### src/rtl/noc_params.sv
// noc_params: shared NoC widths, flit format and packetizer state encoding
package noc_params;
   localparam int VC_NUM = 2;
   localparam int VC_SIZE = $clog2(VC_NUM);
   localparam int DEST_ADDR_SIZE_X = 2;
   localparam int DEST_ADDR_SIZE_Y = 2;
   localparam int FLIT_DATA_SIZE = 16;
   localparam int HEAD_PAYLOAD_SIZE = FLIT_DATA_SIZE - DEST_ADDR_SIZE_X - DEST_ADDR_SIZE_Y;
   typedef enum logic [1:0] {HEAD, BODY, TAIL, HEADTAIL} flit_label_t;
   typedef struct packed {
      logic [DEST_ADDR_SIZE_X-1:0]  x_dest;
      logic [DEST_ADDR_SIZE_Y-1:0]  y_dest;
      logic [HEAD_PAYLOAD_SIZE-1:0] head_pl;
   } head_data_t;
   typedef union packed {
      head_data_t                head_data;
      logic [FLIT_DATA_SIZE-1:0] bt_pl;
   } flit_data_t;
   typedef struct packed {
      flit_label_t        flit_label;
      logic [VC_SIZE-1:0] vc_id;
      flit_data_t         data;
   } flit_t;
   typedef enum logic [1:0] {IDLE, SEND_HEAD, SEND_BT} ni_state_t;
endpackage

### src/rtl/rr_vc_picker.sv
// rr_vc_picker: first requesting VC at or after the pointer, wrapping around
module rr_vc_picker
   import noc_params::*;
(
   input  logic [VC_NUM-1:0]  req,
   input  logic [VC_SIZE-1:0] ptr,
   output logic [VC_SIZE-1:0] gnt,
   output logic               any
);
   logic found;
   assign any = |req;
   // scan from the pointer upward, keeping the first hit
   always_comb begin
      gnt = '0;
      found = 1'b0;
      for (int i = 0; i < VC_NUM; i++) begin
         if (!found && req[(int'(ptr) + i) % VC_NUM]) begin
            found = 1'b1;
            gnt = VC_SIZE'((int'(ptr) + i) % VC_NUM);
         end
      end
   end
endmodule

### src/rtl/ni_packetizer.sv
// ni_packetizer: turns a descriptor plus payload stream into a flit sequence on one downstream VC
module ni_packetizer
   import noc_params::*;
#(
   parameter int MAX_PKT_FLITS = 16,
   localparam int PKT_LEN_SIZE = $clog2(MAX_PKT_FLITS + 1)
) (
   input  logic                         clk,
   input  logic                         rst,
   input  logic                         pkt_valid_i,
   output logic                         pkt_ready_o,
   input  logic [DEST_ADDR_SIZE_X-1:0]  pkt_x_dest_i,
   input  logic [DEST_ADDR_SIZE_Y-1:0]  pkt_y_dest_i,
   input  logic [HEAD_PAYLOAD_SIZE-1:0] pkt_head_pl_i,
   input  logic [PKT_LEN_SIZE-1:0]      pkt_len_i,
   input  logic                         pl_valid_i,
   output logic                         pl_ready_o,
   input  logic [FLIT_DATA_SIZE-1:0]    pl_data_i,
   input  logic [VC_NUM-1:0]            on_off_i,
   input  logic [VC_NUM-1:0]            vc_free_i,
   output flit_t                        data_o,
   output logic                         valid_flit_o,
   output logic                         busy_o,
   output logic                         err_o
);
   ni_state_t                    state;
   logic [VC_SIZE-1:0]           vc, rr_ptr, pick;
   logic                         pick_any;
   logic [PKT_LEN_SIZE-1:0]      len, cnt;
   logic [DEST_ADDR_SIZE_X-1:0]  x_dest;
   logic [DEST_ADDR_SIZE_Y-1:0]  y_dest;
   logic [HEAD_PAYLOAD_SIZE-1:0] head_pl;
   logic                         len_ok, last;

   rr_vc_picker u_pick (.req(on_off_i & vc_free_i), .ptr(rr_ptr), .gnt(pick), .any(pick_any));

   assign pkt_ready_o = (state == IDLE) & pick_any;
   assign pl_ready_o = (state == SEND_BT) & on_off_i[vc];
   assign busy_o = state != IDLE;
   assign len_ok = pkt_len_i != '0 && pkt_len_i <= PKT_LEN_SIZE'(MAX_PKT_FLITS);
   assign last = cnt == len - 1'b1;

   // packet FSM; every flit is registered and shown for exactly one cycle
   always_ff @(posedge clk) begin
      if (rst) begin
         state <= IDLE;
         valid_flit_o <= 1'b0;
         data_o <= '0;
         err_o <= 1'b0;
         rr_ptr <= '0;
         cnt <= '0;
         vc <= '0;
         len <= '0;
         x_dest <= '0;
         y_dest <= '0;
         head_pl <= '0;
      end else begin
         valid_flit_o <= 1'b0;
         err_o <= 1'b0;
         case (state)
            IDLE: if (pkt_valid_i && pkt_ready_o) begin
               if (len_ok) begin
                  vc <= pick;
                  rr_ptr <= (pick == VC_SIZE'(VC_NUM - 1)) ? '0 : pick + 1'b1;
                  len <= pkt_len_i;
                  x_dest <= pkt_x_dest_i;
                  y_dest <= pkt_y_dest_i;
                  head_pl <= pkt_head_pl_i;
                  state <= SEND_HEAD;
               end else
                  err_o <= 1'b1;
            end
            SEND_HEAD: if (on_off_i[vc]) begin
               data_o.flit_label <= (len == PKT_LEN_SIZE'(1)) ? HEADTAIL : HEAD;
               data_o.vc_id <= vc;
               data_o.data.head_data.x_dest <= x_dest;
               data_o.data.head_data.y_dest <= y_dest;
               data_o.data.head_data.head_pl <= head_pl;
               valid_flit_o <= 1'b1;
               cnt <= PKT_LEN_SIZE'(1);
               state <= (len == PKT_LEN_SIZE'(1)) ? IDLE : SEND_BT;
            end
            SEND_BT: if (pl_valid_i && pl_ready_o) begin
               data_o.flit_label <= last ? TAIL : BODY;
               data_o.vc_id <= vc;
               data_o.data.bt_pl <= pl_data_i;
               valid_flit_o <= 1'b1;
               cnt <= cnt + 1'b1;
               if (last) state <= IDLE;
            end
            default: state <= IDLE;
         endcase
      end
   end
endmodule

### config.mk
export PLATFORM = sky130hd
export DESIGN_NAME = ni_packetizer
export DESIGN_NICKNAME = d
export VERILOG_FILES = /design/src/rtl/noc_params.sv /design/src/rtl/rr_vc_picker.sv /design/src/rtl/ni_packetizer.sv
export SDC_FILE = /design/constraint.sdc
export NUM_CORES = 1
export LEC_CHECK = 0
export CAP_MARGIN = 40
export CORE_ASPECT_RATIO = 2
export CORE_MARGIN = 10
export CORE_UTILIZATION = 50
export CTS_CLUSTER_SIZE = 8
export DETAILED_ROUTE_END_ITERATION = 6
export PLACE_DENSITY_LB_ADDON = 0.2
export SYNTH_ARGS = -nofsm -noshare
export SYNTH_HDL_FRONTEND = slang
export SYNTH_SLANG_ARGS = --single-unit
### constraint.sdc
create_clock -name clk -period 3.6 [get_ports clk]
set_input_delay 0.72 -clock clk [delete_from_list [all_inputs] [get_ports clk]]
set_output_delay 0.72 -clock clk [all_outputs]
set_load 0.05 [all_outputs]
# Yosys cells after proc, flatten, opt, wreduce, memory -nomap -nowiden
# Cells that the tools add are included.
# classes
n_eq_ne	9
order_cmp	4
n_bitwise	6
add_sub_neg	4
muxes	30
reduce_logical	14
# op_table
cell	n
$mux W19	2
$pmux W19 S2	1
$mux W2	8
$mux W1	14
$mux W5	2
$pmux W5 S2	1
$ne A2 B2 Y1 const B	3
$pmux W2 S3	1
$reduce_and A3 Y1	2
$add A5 B1 Y5 const B	1
$eq A5 B1 Y1 const B	1
$eq A5 B5 Y1	1
$le A5 B5 Y1 const B	1
$reduce_and A5 Y1	1
$reduce_bool A5 Y1	1
$sub A5 B1 Y5 const B	1
$logic_and A1 B1 Y1	4
$lt A1 B2 Y1 const B	2
$ne A2 B1 Y1 const B	2
$reduce_bool A2 Y1	2
$lt A2 B3 Y1 const B	1
$reduce_or A3 Y1	1
$add A1 B1 Y1 const B	2
$and A1 B1 Y1	2
9 further kinds	10
# word_totals
ff_bits	51
inputBits	45

# Longest topological paths before layout
# Gate-level depths: netlist (run 1).
# depth
word_depth	9
mapped_depth	9

# By module
# From an unflattened synthesis (run 1), not the netlist that was laid out.
# hier_totals
cells_unflattened	275
hier_area_um2	2364.8
# modules_own_cells
mod	cells_per_inst	area_each_um2	n_inst
ni_packetizer	272	2347.3	1
rr_vc_picker	3	17.5	1

# Worst setup path before layout (run 1)
# OpenSTA, ideal clock, no wires.
# synth_path
path_kind	input to output
startpoint	input port on_off_i[1]
endpoint	output port pl_ready_o
slack_ns	1.338
n_path_buf	0
path_stages	2
arrival_ns	1.542
required_time_ns	2.880
cell_sequence	mux2i_1 nor2_1
# synth_via
elab_chain_cells	3
# synth_lines
element	line_no	text
start: declaration	ni_packetizer.sv:19	input logic [VC_NUM-1:0] on_off_i,
$mux W1 (implied by the code) (2 in series)	ni_packetizer.sv:38	assign pl_ready_o = (state == SEND_BT) & on_off_i[vc];
$and A1 B1 Y1	ni_packetizer.sv:38	
end: declaration	ni_packetizer.sv:17	output logic pl_ready_o,
# Every way passes these cells. The select of a mux whose other input is x is not followed.

# Worst setup path in the final report (run 1)
# layout_path
startpoint	input port on_off_i[0]
endpoint	output port pkt_ready_o
# layout_via
elab_chain_cells	3
# layout_lines
element	line_no	text
$and A2 B2 Y2	ni_packetizer.sv:35	rr_vc_picker u_pick (.req(on_off_i & vc_free_i), .ptr(rr_ptr), .gnt(pick), .any(pick_any));
$reduce_or A2 Y1	rr_vc_picker.sv:11	assign any = |req;
$and A1 B1 Y1	ni_packetizer.sv:37	assign pkt_ready_o = (state == IDLE) & pick_any;
end: declaration	ni_packetizer.sv:11	output logic pkt_ready_o,
# Every way passes these cells.

==> flow_summary.ini, run 1 <==
[detailed_routing]
wl_mm = 5.85
first_pass_iters = 4
wl_per_cell_um = 15.3
vias_per_cell = 5.38
antenna_left = 0
drc = 0
vias = 2055
drt_iter0_drc = 73

[synthesis]
syn-num-nets = 313
synth_seq_cells = 51
synth.most_common_cell = dfxtp_1
ys_warn_count = 0
synth-main-ff-cell = dfxtp_1
synth.distinct_cells = 39
async_flop_share = 0
syn_area_sq_um = 2340
synth_edf_count = 0
yosysTopAreaCell = dfxtp_1
yosys-top-cells-count = dfxtp_1 (51), nand2_1 (49), a21oi_1 (25)
syn_inst = 262
syn_area_per_cell_sq_um = 8.92
synth_top_cells_by_area = dfxtp_1 (44%), mux2i_1 (8.1%), nand2_1 (7.9%)
synth.top_cell.area_share = 0.437
yosysSeqAreaShare = 0.437

[power]
power_frac_seq = 0.489
power_density_nw_per_um2 = 401
p_int_mw = 0.891
swShare = 0.288
p_leak_nw = 1.08
p_clk_frac = 0.286
power_frac_comb = 0.225
peakVddDrop_v = 0.000307
power_mw = 1.25
p_switching_mw = 0.360

[sta]
fin_crit_sh = 0.853
skew_ps = 3.00
max_freq_mhz = 326
hold_viol = 0
finalCriticalPeriod_ps = 3070
setup_viol = 0
worst_slack_ps = 530
tightest_slew_ps = 529
rsz0062_at_grt = false
tns_ps = 0
max_slew_margin = 0.637
final-max-slew-violation-count = 0

[cts]
cts_root_buf = clkbuf_8
cts_sinks = 51
cts_setup_buffers = 0
htree_num_levels = 2
cts_buffer_depth = 2
cts_tree = built
cts_resized = 0
cts_hold_buffers = 0
clkTransAtPathRegs_ps = 80
cts_buffers = 5
clk_latency_ps = 300

[die]
die-area_sq_um = 7980
die_w_um = 68.3
core_area_sq_um = 4550
fp-row-count = 35
start_util = 0.513
die_h_um = 117
io_pins = 69

[placed_design]
gp_congestion = 0.772
portBuffers = 68
pre_cts_ws_ps = 536
hpwl_mm = 4.50

[setup_path]
crit_required_ps = 2880
worstRegToRegCells = 8
worst_setup_path_start_kind = input port
rr_endpoint = cnt[4]
worst-path-max-fanout = 3
arrival_ps = 2350
reg2reg_from = state[0]
worstSetupEndpointType = output pin
reg2reg_slack_ps = 1260
criticalPathCategory = input port to output pin

[finish]
nets = 377
syn2layout_area_growth_pct = 33.6
utilization = 0.685
drive_above_1_share = 0.0673
fillerInstances = 385
num_antenna_cells = 0

[global_routing]
grt_pass1_wl_mm = 9.74
antenna_found_initial = 0
track_usage = 0.155
grt-ovfl-total = 0
first_global_vias = 2097
grt_max_degree = 42

[worst_hold_path]
whs_endpoint = head_pl[1]
whs_path_depth = 2
hold_path_class = register to register
min-delay-start = head_pl[1]

[flow_run]
cap_violations = 0

[run_status]
outcome = finished, final reports clean
power by group through the flow:
stage / clock network [mW] / logic (mW) / registers (mW)
floorplan: 0 / 0.114 / 0.684
global placement: 0 / 0.280 / 0.624
detailed placement: 0 / 0.284 / 0.625
CTS: 0.361 / 0.285 / 0.612
global route: 0.387 / 0.305 / 0.616
finish: 0.357 / 0.281 / 0.612
how the worst max path moves through the flow:
stage	slack, ps	cells past startpoint	from	to
after global placement	560	4	on_off_i[0]	pkt_ready_o
final	530	4	on_off_i[0]	pkt_ready_o
after floorplan	1340	2	on_off_i[1]	pl_ready_o
after global routing	460	4	on_off_i[0]	pkt_ready_o
after CTS	530	4	on_off_i[0]	pkt_ready_o
after detailed placement	540	4	on_off_i[0]	pkt_ready_o
final cells by class:
class                   count  area, sq um  share of cell area
clock buffers               8          100              0.0321
inverters                   8         30.0             0.00962
multi-input cells         187         1190               0.382
flip-flops and latches     51         1020               0.327
well taps                  55         68.8              0.0220
repair buffers             73          711               0.228
registers in the layout, summed over array words and instances (netlist names):
name and count:
len 5, cnt 5, head_pl 12, valid_flit_o 1, y_dest 2, state 2
x_dest 2, data_o 19, err_o 1, rr_ptr 1, vc 1
per-stage QoR:
stage	hold WS (ps)	std cells	area, sq um
after floorplan	436	262	2340
after global routing	482	382	3120
after detailed placement	447	374	3020
final	458	382	3120
after global placement	441	374	3020
after CTS	459	382	3120
cells in the final DEF, fill, tap and decap left out, drive strengths merged:
master         Yosys  routed
or2                1       1
and2               2       2
clkdlybuf4s50      0      66
a21o               1       1
ha                 6       6
o211a              3       3
nor4               1       1
o2111ai            1       1
or4b               1       1
a21oi             25      25
a211o              1       1
a31oi              1       1
o21a               1       1
nor3               3       3
inv                8       8
a211oi            20      20
a221oi             1       1
nand2             49      49
nor2              22      22
xor2               5       5
mux2i             19      19
o21ai              2       2
a21boi             1       1
nand3b             1       1
nand4bb            1       1
nor2b              5       5
nand2b             2       2
nand3              3       3
dfxtp             51      51
buf                7       7
clkbuf             9       8
nand4              2       2
a22o               1       1
o311ai             1       1
xnor2              5       5
kinds of logic after synthesis:
family / Yosys count / synth area share
adder cells (fa/ha/maj): 6 / 0.0321
AND/OR/NAND/NOR: 93 / 0.175
XOR/XNOR: 10 / 0.0375
multiplexers: 19 / 0.0814
AO/OA/AOI/OAI: 59 / 0.184
flip-flops: 51 / 0.437
buffers and inverters: 24 / 0.0535
layer usage:
metal  global-route usage  up-vias  part of all wire
met1                0.161      970              0.36
met4               0.0594        0             0.017
met3               0.0403       10             0.055
met5                    0        -                 0
li1                     -     1032                 -
met2                0.282       43              0.56
worst max-delay path, stage by stage:
cell and delay [ps]:
clkdlybuf4s50_1 500, a22o_1 170, and2_1 150, clkdlybuf4s50_1 800
Note: power is estimated with default switching activity, not from simulation.
==> run 2, diff against run 1 <==
- CORE_MARGIN: 10 -> 1
==> flow_summary.ini, run 2 (synthesis gave the netlist of run 1 again) <==
[finish]
seq_area_sq_um = 1020
fillerInstances = 361
final_cell_mix = clkdlybuf4s50_1 (68), dfxtp_1 (51), nand2_1 (49)
finalNonFillerCells = 383
utilization = 0.706
top_regs = data_o (19), head_pl (12)
nets = 379
drive_above_1_share = 0.0638
num_antenna_cells = 0
regMostFlops = data_o
multiInputGateArea_sq_um = 1190
layout_commonest_cell = clkdlybuf4s50_1
largest_reg_flops = 19
syn2layout_area_growth_pct = 33.7

[placed_design]
gp_congestion = 0.856
dp.cells = 375
hpwl_mm = 3.91
portBuffers = 68

[setup_path]
criticalPathCategory = input port to output pin
worstSetupEndpointType = output pin
slowest_delay_ps = 720
path_cells = clkdlybuf4s50_1 -> mux2i_1 -> nor2_1 -> clkdlybuf4s50_1
arrival_ps = 2410
crit_required_ps = 2880
worst_setup_path_start_kind = input port
slowest_stage = clkdlybuf4s50_1
worst-path-max-fanout = 5
crit_top_cell = clkdlybuf4s50_1

[die]
start_util = 0.528
fp-row-count = 34
io_pins = 69
die_h_um = 98.7
core_area_sq_um = 4420
die_w_um = 50.3
die-area_sq_um = 4970

[detailed_routing]
antenna_left = 0
drc = 0
first_pass_iters = 4
wl_per_cell_um = 13.9
vias_per_cell = 5.34
drt_iter0_drc = 25
wl_mm = 5.31
vias = 2047

[global_routing]
track_usage = 0.233
grt_max_degree = 34
first_global_vias = 2040
grt-ovfl-total = 0
grt_pass1_wl_mm = 8.93
antenna_found_initial = 0

[cts]
htree_num_levels = 2
cts_buffers = 5
clkTransAtPathRegs_ps = 90
cts_buffer_depth = 2
clk_latency_ps = 290
cts_tree = built
cts_hold_buffers = 0
cts_sinks = 51
cts_setup_buffers = 0
cts_resized = 0
cts_root_buf = clkbuf_8

[power]
power_mw = 1.21
power_density_nw_per_um2 = 387
peakVddDrop_v = 0.000349
p_leak_nw = 1.08

[flow_run]
cap_violations = 0

[sta]
rsz0062_at_grt = false
finalCriticalPeriod_ps = 3130
fin_crit_sh = 0.869
tns_ps = 0
max_freq_mhz = 320
setup_viol = 0
final-max-slew-violation-count = 0
max_slew_margin = 0.591
hold_viol = 0
skew_ps = 3.06
tightest_slew_ps = 612

[worst_hold_path]
hold_path_class = register to register

[run_status]
outcome = finished, final reports clean
[run 2: worst max-delay path, delay by kind of cell]
| family | cells | cell delay [ps] |
|---|---|---|
| buf+inv | 2 | 1160 |
| mux | 1 | 430 |
| simple gates | 1 | 90 |
[run 2: where the power goes]
part / internal, mW / switching, mW / total, mW
Sequential: 0.593 / 0.0178 / 0.611
Clock: 0.137 / 0.177 / 0.314
Combinational: 0.125 / 0.160 / 0.285
Total: 0.855 / 0.355 / 1.21
[run 2: worst paths after layout]
kind          startpoint    endpoint  slack [ps]  cells after the start
min reg2reg   head_pl[6]  head_pl[6]         460                      2
max reg2reg     state[0]  data_o[11]        1190                      7
min           head_pl[6]  head_pl[6]         460                      2
max          on_off_i[1]  pl_ready_o         470                      4
[run 2: per-layer routing]
layer | up-vias | global-route usage | part of all wire
li1 | 1034 | - | -
met1 | 947 | 0.241 | 0.38
met2 | 57 | 0.439 | 0.57
met3 | 9 | 0.0386 | 0.035
met4 | 0 | 0.100 | 0.019
met5 | - | 0 | 0
[run 2: layout make-up]
type	instances	area share
multi-input combinational	187	0.381
sequential	51	0.327
timing repair buffer	75	0.235
clock buffer	7	0.0244
tap	54	0.0216
inverter	8	0.00961
clock inverter	1	0.00160
[run 2: through the flow]
stage	area, sq um	setup WS, ps	hold slack, ps
after floorplan	2340	1340	436
after global placement	3040	498	441
after detailed placement	3040	463	446
after CTS	3120	457	458
after global routing	3120	300	481
final	3120	471	457
